===== config.mk =====
export PLATFORM = sky130hd
export DESIGN_NAME = conv1d_cfu_sequencer
export DESIGN_NICKNAME = d
export VERILOG_FILES = /design/src/rtl/conv1d_cfu_sequencer.sv
export SDC_FILE = /design/constraint.sdc
export NUM_CORES = 1
export LEC_CHECK = 0
export CORE_MARGIN = 2
export CORE_UTILIZATION = 45
export DETAILED_ROUTE_END_ITERATION = 10
export GPL_ROUTABILITY_DRIVEN = 0
export PLACE_DENSITY_LB_ADDON = 0.15
export SYNTH_ARGS = -nofsm -noshare
export SYNTH_HDL_FRONTEND = slang
export SYNTH_SLANG_ARGS = --single-unit

===== constraint.sdc =====
create_clock -name clk -period 5.95 [get_ports clk]
set_input_delay 0.595 -clock clk [delete_from_list [all_inputs] [get_ports clk]]
set_output_delay 0.595 -clock clk [all_outputs]
set_load 0.05 [all_outputs]

===== src/rtl/conv1d_cfu_sequencer.sv =====
// conv1d_cfu_sequencer: CFU command front end for the 1-D convolution engine.
// Latency: write/size/init respond 2 cycles after accept, reads 3, status/invalid/busy 1, start when done.
// Backpressure: one command in flight; cmd_ready is low until the response is taken via rsp_ready.
//
// Ports:
//   clk, reset                 - clock, asynchronous active-high reset (engine itself is not reset here)
//   cmd_*                      - CPU command handshake; funct7 = cmd_payload_function_id[9:3]
//   rsp_*                      - CPU response handshake, payload held stable until accepted
//   eng_cmd/eng_inp0/eng_inp1  - single-cycle engine command (10'h3FF = NOP) and operands
//   eng_ret, eng_done          - engine registered return word and idle/results-valid flag
//
// Optional build macro CONV_SEQ_TIMEOUT_EN: bounds the start-command wait to TIMEOUT_CYCLES
// busy cycles, answering 32'hFFFF_FFFD and setting a sticky flag visible as status bit 1.
module conv1d_cfu_sequencer #(
  parameter int TIMEOUT_CYCLES = 4096,
  parameter int CYC_W          = 32
) (
  input  logic        clk,
  input  logic        reset,
  input  logic        cmd_valid,
  output logic        cmd_ready,
  input  logic [9:0]  cmd_payload_function_id,
  input  logic [31:0] cmd_payload_inputs_0,
  input  logic [31:0] cmd_payload_inputs_1,
  output logic        rsp_valid,
  input  logic        rsp_ready,
  output logic [31:0] rsp_payload_outputs_0,
  output logic [9:0]  eng_cmd,
  output logic [31:0] eng_inp0,
  output logic [31:0] eng_inp1,
  input  logic [31:0] eng_ret,
  input  logic        eng_done
);

  localparam logic [9:0] ENG_NOP = 10'h3FF;

`ifdef CONV_SEQ_TIMEOUT_EN
  localparam bit TO_EN = 1'b1;
`else
  localparam bit TO_EN = 1'b0;
`endif

  localparam logic [CYC_W-1:0] TO_LIMIT = CYC_W'(TIMEOUT_CYCLES);

  typedef enum logic [2:0] {
    S_IDLE,
    S_ISSUE,
    S_CAPTURE,
    S_GUARD,
    S_WAIT_DONE,
    S_RESP
  } state_t;

  state_t             state_q, state_d;
  logic [6:0]         op_q, op_d;
  logic               rsp_valid_q, rsp_valid_d;
  logic [31:0]        rsp_dat_q, rsp_dat_d;
  logic [9:0]         eng_cmd_q, eng_cmd_d;
  logic [31:0]        eng_inp0_q, eng_inp0_d;
  logic [31:0]        eng_inp1_q, eng_inp1_d;
  logic [CYC_W-1:0]   cnt_q, cnt_d;
  logic               to_flag_q, to_flag_d;

  logic [6:0]         cmd_op;
  logic [CYC_W-1:0]   cnt_inc;

  assign cmd_op                = cmd_payload_function_id[9:3];
  assign cmd_ready             = (state_q == S_IDLE) && !rsp_valid_q;
  assign rsp_valid             = rsp_valid_q;
  assign rsp_payload_outputs_0 = rsp_dat_q;
  assign eng_cmd               = eng_cmd_q;
  assign eng_inp0              = eng_inp0_q;
  assign eng_inp1              = eng_inp1_q;

  // Saturating increment: a runaway engine pins the count at all-ones rather than wrapping.
  assign cnt_inc = (cnt_q == {CYC_W{1'b1}}) ? cnt_q : cnt_q + 1'b1;

  always_comb begin
    state_d     = state_q;
    op_d        = op_q;
    rsp_valid_d = rsp_valid_q;
    rsp_dat_d   = rsp_dat_q;
    eng_cmd_d   = ENG_NOP;       // commands are one-cycle pulses
    eng_inp0_d  = eng_inp0_q;
    eng_inp1_d  = eng_inp1_q;
    cnt_d       = cnt_q;
    to_flag_d   = to_flag_q;

    case (state_q)
      S_IDLE: begin
        if (cmd_valid && cmd_ready) begin
          op_d       = cmd_op;
          eng_inp0_d = cmd_payload_inputs_0;
          eng_inp1_d = cmd_payload_inputs_1;
          if (cmd_op == 7'd8) begin
            rsp_dat_d   = {30'b0, to_flag_q, eng_done};
            rsp_valid_d = 1'b1;
            state_d     = S_RESP;
          end else if (cmd_op > 7'd8) begin
            rsp_dat_d   = 32'hFFFF_FFFF;
            rsp_valid_d = 1'b1;
            state_d     = S_RESP;
          end else if (!eng_done) begin
            // Engine still busy: refuse rather than corrupt an in-flight computation.
            rsp_dat_d   = 32'hFFFF_FFFE;
            rsp_valid_d = 1'b1;
            state_d     = S_RESP;
          end else begin
            eng_cmd_d = {3'b000, cmd_op};
            state_d   = S_ISSUE;
          end
        end
      end

      S_ISSUE: begin
        case (op_q)
          7'd3, 7'd6, 7'd7: state_d = S_CAPTURE;
          7'd5:             state_d = S_GUARD;
          default: begin
            rsp_dat_d   = 32'h0;
            rsp_valid_d = 1'b1;
            state_d     = S_RESP;
          end
        endcase
      end

      S_CAPTURE: begin
        // Engine registered the read at the ISSUE edge, so eng_ret is valid now.
        rsp_dat_d   = eng_ret;
        rsp_valid_d = 1'b1;
        state_d     = S_RESP;
      end

      S_GUARD: begin
        // eng_done is still settling low after the start edge; do not trust it yet.
        cnt_d   = '0;
        state_d = S_WAIT_DONE;
      end

      S_WAIT_DONE: begin
        // The reported count includes the cycle in which done is observed,
        // i.e. it equals the number of cycles spent in this state.
        cnt_d = cnt_inc;
        if (eng_done) begin
          rsp_dat_d   = 32'(cnt_inc);
          rsp_valid_d = 1'b1;
          state_d     = S_RESP;
        end else if (TO_EN && (cnt_inc == TO_LIMIT)) begin
          rsp_dat_d   = 32'hFFFF_FFFD;
          rsp_valid_d = 1'b1;
          to_flag_d   = 1'b1;
          state_d     = S_RESP;
        end
      end

      S_RESP: begin
        if (rsp_ready) begin
          rsp_valid_d = 1'b0;
          state_d     = S_IDLE;
        end
      end

      default: state_d = S_IDLE;
    endcase
  end

  always_ff @(posedge clk or posedge reset) begin
    if (reset) begin
      state_q     <= S_IDLE;
      op_q        <= 7'd0;
      rsp_valid_q <= 1'b0;
      rsp_dat_q   <= 32'h0;
      eng_cmd_q   <= ENG_NOP;
      eng_inp0_q  <= 32'h0;
      eng_inp1_q  <= 32'h0;
      cnt_q       <= '0;
      to_flag_q   <= 1'b0;
    end else begin
      state_q     <= state_d;
      op_q        <= op_d;
      rsp_valid_q <= rsp_valid_d;
      rsp_dat_q   <= rsp_dat_d;
      eng_cmd_q   <= eng_cmd_d;
      eng_inp0_q  <= eng_inp0_d;
      eng_inp1_q  <= eng_inp1_d;
      cnt_q       <= cnt_d;
      to_flag_q   <= to_flag_d;
    end
  end

endmodule


==> metrics.yaml <==
path_max_fanout: 18
hold_class: "register to register"
layout-drive-gt1-share_pct: 16.3
grt_pass1_vias: 6010
dp_hpwl_um: 12900
grt_start_max_net_pins: 98
fin_ws_ns: 3.12
dr.first_iter.drc_count: 424
async_flop_share_pct: 100
syn_inst: 630
relSlewSlack_pct: 24.9
power.leakage_uw: 0.00417
post_cts.repair.setup_buffers: 0
startpoint_type: "register"
endpoint_kind: "output pin"
cts_sinks: 147
place.port_buffers: 215
clock.fmax_ghz: 0.353
vias: 5740
final_core_util_pct: 65.1
min_to: "eng_inp0[6]$_DFFE_PP0P_"
worstPathRequired_ns: 5.36
n_fill_cell: 1147
status: "completed"
cts_root_buf: "clkbuf_16"
die-area_mm2: 0.0162
timing_hold_violations_final: 0
grt_pass1_wl_um: 30500
place_ws_ns: 2.86
r2r_end: "rsp_payload_outputs_0[4]$_DFFE_PP0P_"
maxCapViolations: 0
antenna_found_initial: 0
rsz0062_at_grt: "false"
path_class: "register to output pin"
vias_per_cell: 5.55
nets: 945
grt.total_usage_pct: 23.6
routed_wirelength_um: 18200
fp.coreArea_mm2: 0.0150
syn_to_final_growth_pct: 42.9
min_path_cells: 1
cp.arrival_ns: 2.24
ctsResizeCount: 0
clock_latency_ns: 0.42
syn-num-nets: 742
initial_core_util_pct: 45.6
ctsHoldBuffers: 0
r2r_setup_slack_ns: 3.19
die_y_um: 127
die_w_um: 127
setup_viol: 0
finalMaxSlewViolations: 0
drc: 0
setup_tns_ns: 0
ys_seq_area_share_pct: 53.8
num_antenna_cells: 0
synthesis.area_mm2: 0.00685
synth-seq-cells: 147
htreeDepth: 4
synth_edf_count: 0
yosys_warnings: 0
drt_first_pass_iters: 5
power_density_mw_per_mm2: 574
layout_min_cycle_time_ns: 2.83
avgSynthCellArea_um2: 10.9
worstHoldStart: "eng_inp0[6]$_DFFE_PP0P_"
synth_flop_cell: "dfrtp_1"
reg2reg_depth: 6
ioPinCount: 219
tightest_slew_ns: 1.12
rows: 45
cts_tree: "yes"
path_clk_slew_ns: 0.06
cts_buffers: 17
wl_per_cell_um: 17.6
cts_buffer_depth: 2
reg2reg_from: "state_q[0]$_DFFE_PP0P_"
overflow: 0
ant_nets: 0
synth_cell_types: 57
ir_worst_vdd_v: 0.000383
layout_worst_path_cycle_share_pct: 47.6
holdWs_ns: 0.500
finClkSkew_ns: 0.00593
[registers in the layout (all words and copies together) (netlist names)]
register and cells:
eng_inp1 32, eng_inp0 32, rsp_payload_outputs_0 32, cnt_q 32, op_q 7, rsp_valid 1, state_q 3, eng_cmd 8
[stage by stage]
step / total power (uW) / instance area [um^2] / std cells
2_1_floorplan: 3530 / 6850 / 630
3_3_place_gp: 4450 / 9160 / 1002
3_5_place_dp: 4510 / 9160 / 1002
4_1_cts: 5680 / 9790 / 1034
5_1_grt: 5910 / 9790 / 1034
6_report: 5620 / 9790 / 1034
[critical path: stages (launching register included)]
cell and delay, ns:
dfrtp_1 0.56, nor4_1 0.38, clkdlybuf4s50_1 0.88
[metal layers]
| metal | GRT usage (%) | routed length [um] | vias up |
|---|---|---|---|
| met5 | 0 | 0 | - |
| met3 | 9.67 | 1770 | 22 |
| met1 | 30.0 | 7610 | 2805 |
| li1 | - | - | 2690 |
| met2 | 36.9 | 8540 | 223 |
| met4 | 7.76 | 237 | 0 |
[synthesized netlist by cell type (4+ instances only)]
library cell	n	area (um^2)
a211oi_1	7	52.6
a21o_1	23	173
a21oi_1	39	195
a221oi_1	4	35.0
a31oi_1	8	50.1
and3_1	5	31.3
buf_2	8	40.0
clkbuf_1	24	90.1
dfrtp_1	139	3480
dfstp_2	8	210
inv_1	8	30.0
mux2_2	70	788
nand2_1	65	244
nand3_1	19	95.1
nand4_1	8	50.1
nor2_1	52	195
nor3_1	10	50.1
nor4_1	9	56.3
o211ai_1	5	37.5
o21ai_0	19	95.1
o22a_1	16	140
o31ai_1	5	37.5
or2_2	6	37.5
or3_1	10	62.6
xnor2_1	10	87.6
xor2_1	7	61.3
[report_power, final]
group	internal [uW]	total (uW)	switching (uW)
clock network	734	1140	403
registers	1380	1620	244
logic	1040	2870	1830
[layout by cell type (no fill, tap or decap), types with 3 or more instances in the layout]
cell type,instances
o211ai_1,5
dfstp_2,8
and4_1,3
a221oi_1,4
a211oi_1,7
a21oi_1,38
o2111ai_1,3
clkbuf_16,17
dfrtp_1,139
nor4_1,9
or3_1,10
or2_2,6
nand2_1,64
bufinv_16,4
clkdlybuf4s50_1,215
and3_1,5
nand3_1,19
buf_4,7
clkinv_2,3
o31ai_1,5
nor2_1,51
o21ai_0,19
clkbuf_1,3
a21o_1,23
a31o_2,3
o22a_1,16
nor3_1,8
xnor2_1,10
inv_1,7
xor2_1,7
a31oi_1,8
mux2_2,70
clkbuf_8,3
nand4_1,8
[logic make-up after synthesis]
family | share of synthesized area [%]
DFF | 53.8
and+or+nand+nor | 14.6
xor gates and xnor gates | 2.17
buffers and inverters | 2.79
muxes | 11.7
AOI/OAI and AO/OA | 14.7
adders and majority gates | 0.183
[cell type report]
class	count	area (um^2)	area share, %
clock inverters	9	151	1.55
multi-input cells	437	3000	30.6
inverters	8	35.0	0.358
well taps	188	235	2.40
clock buffers	23	478	4.88
flip-flops and latches	147	3690	37.7
repair buffers	222	2200	22.5
[how the worst max path moves through the flow]
| stage | start | end | slack [ns] | cells past startpoint |
|---|---|---|---|---|
| final | state_q[0]$_DFFE_PP0P_ | cmd_ready | 3.12 | 2 |
| after global routing | state_q[0]$_DFFE_PP0P_ | rsp_payload_outputs_0[5]$_DFFE_PP0P_ | 2.85 | 6 |
| after CTS | state_q[1]$_DFFE_PP0P_ | cmd_ready | 3.08 | 2 |
| after detailed placement | cmd_valid | rsp_payload_outputs_0[20]$_DFFE_PP0P_ | 2.86 | 7 |
| after global placement | cmd_valid | rsp_payload_outputs_0[12]$_DFFE_PP0P_ | 2.92 | 7 |
| after floorplan | reset | cnt_q[0]$_DFFE_PP0P_ | 1.42 | 1 |
No activity file was read; power rests on OpenSTA's default activity.
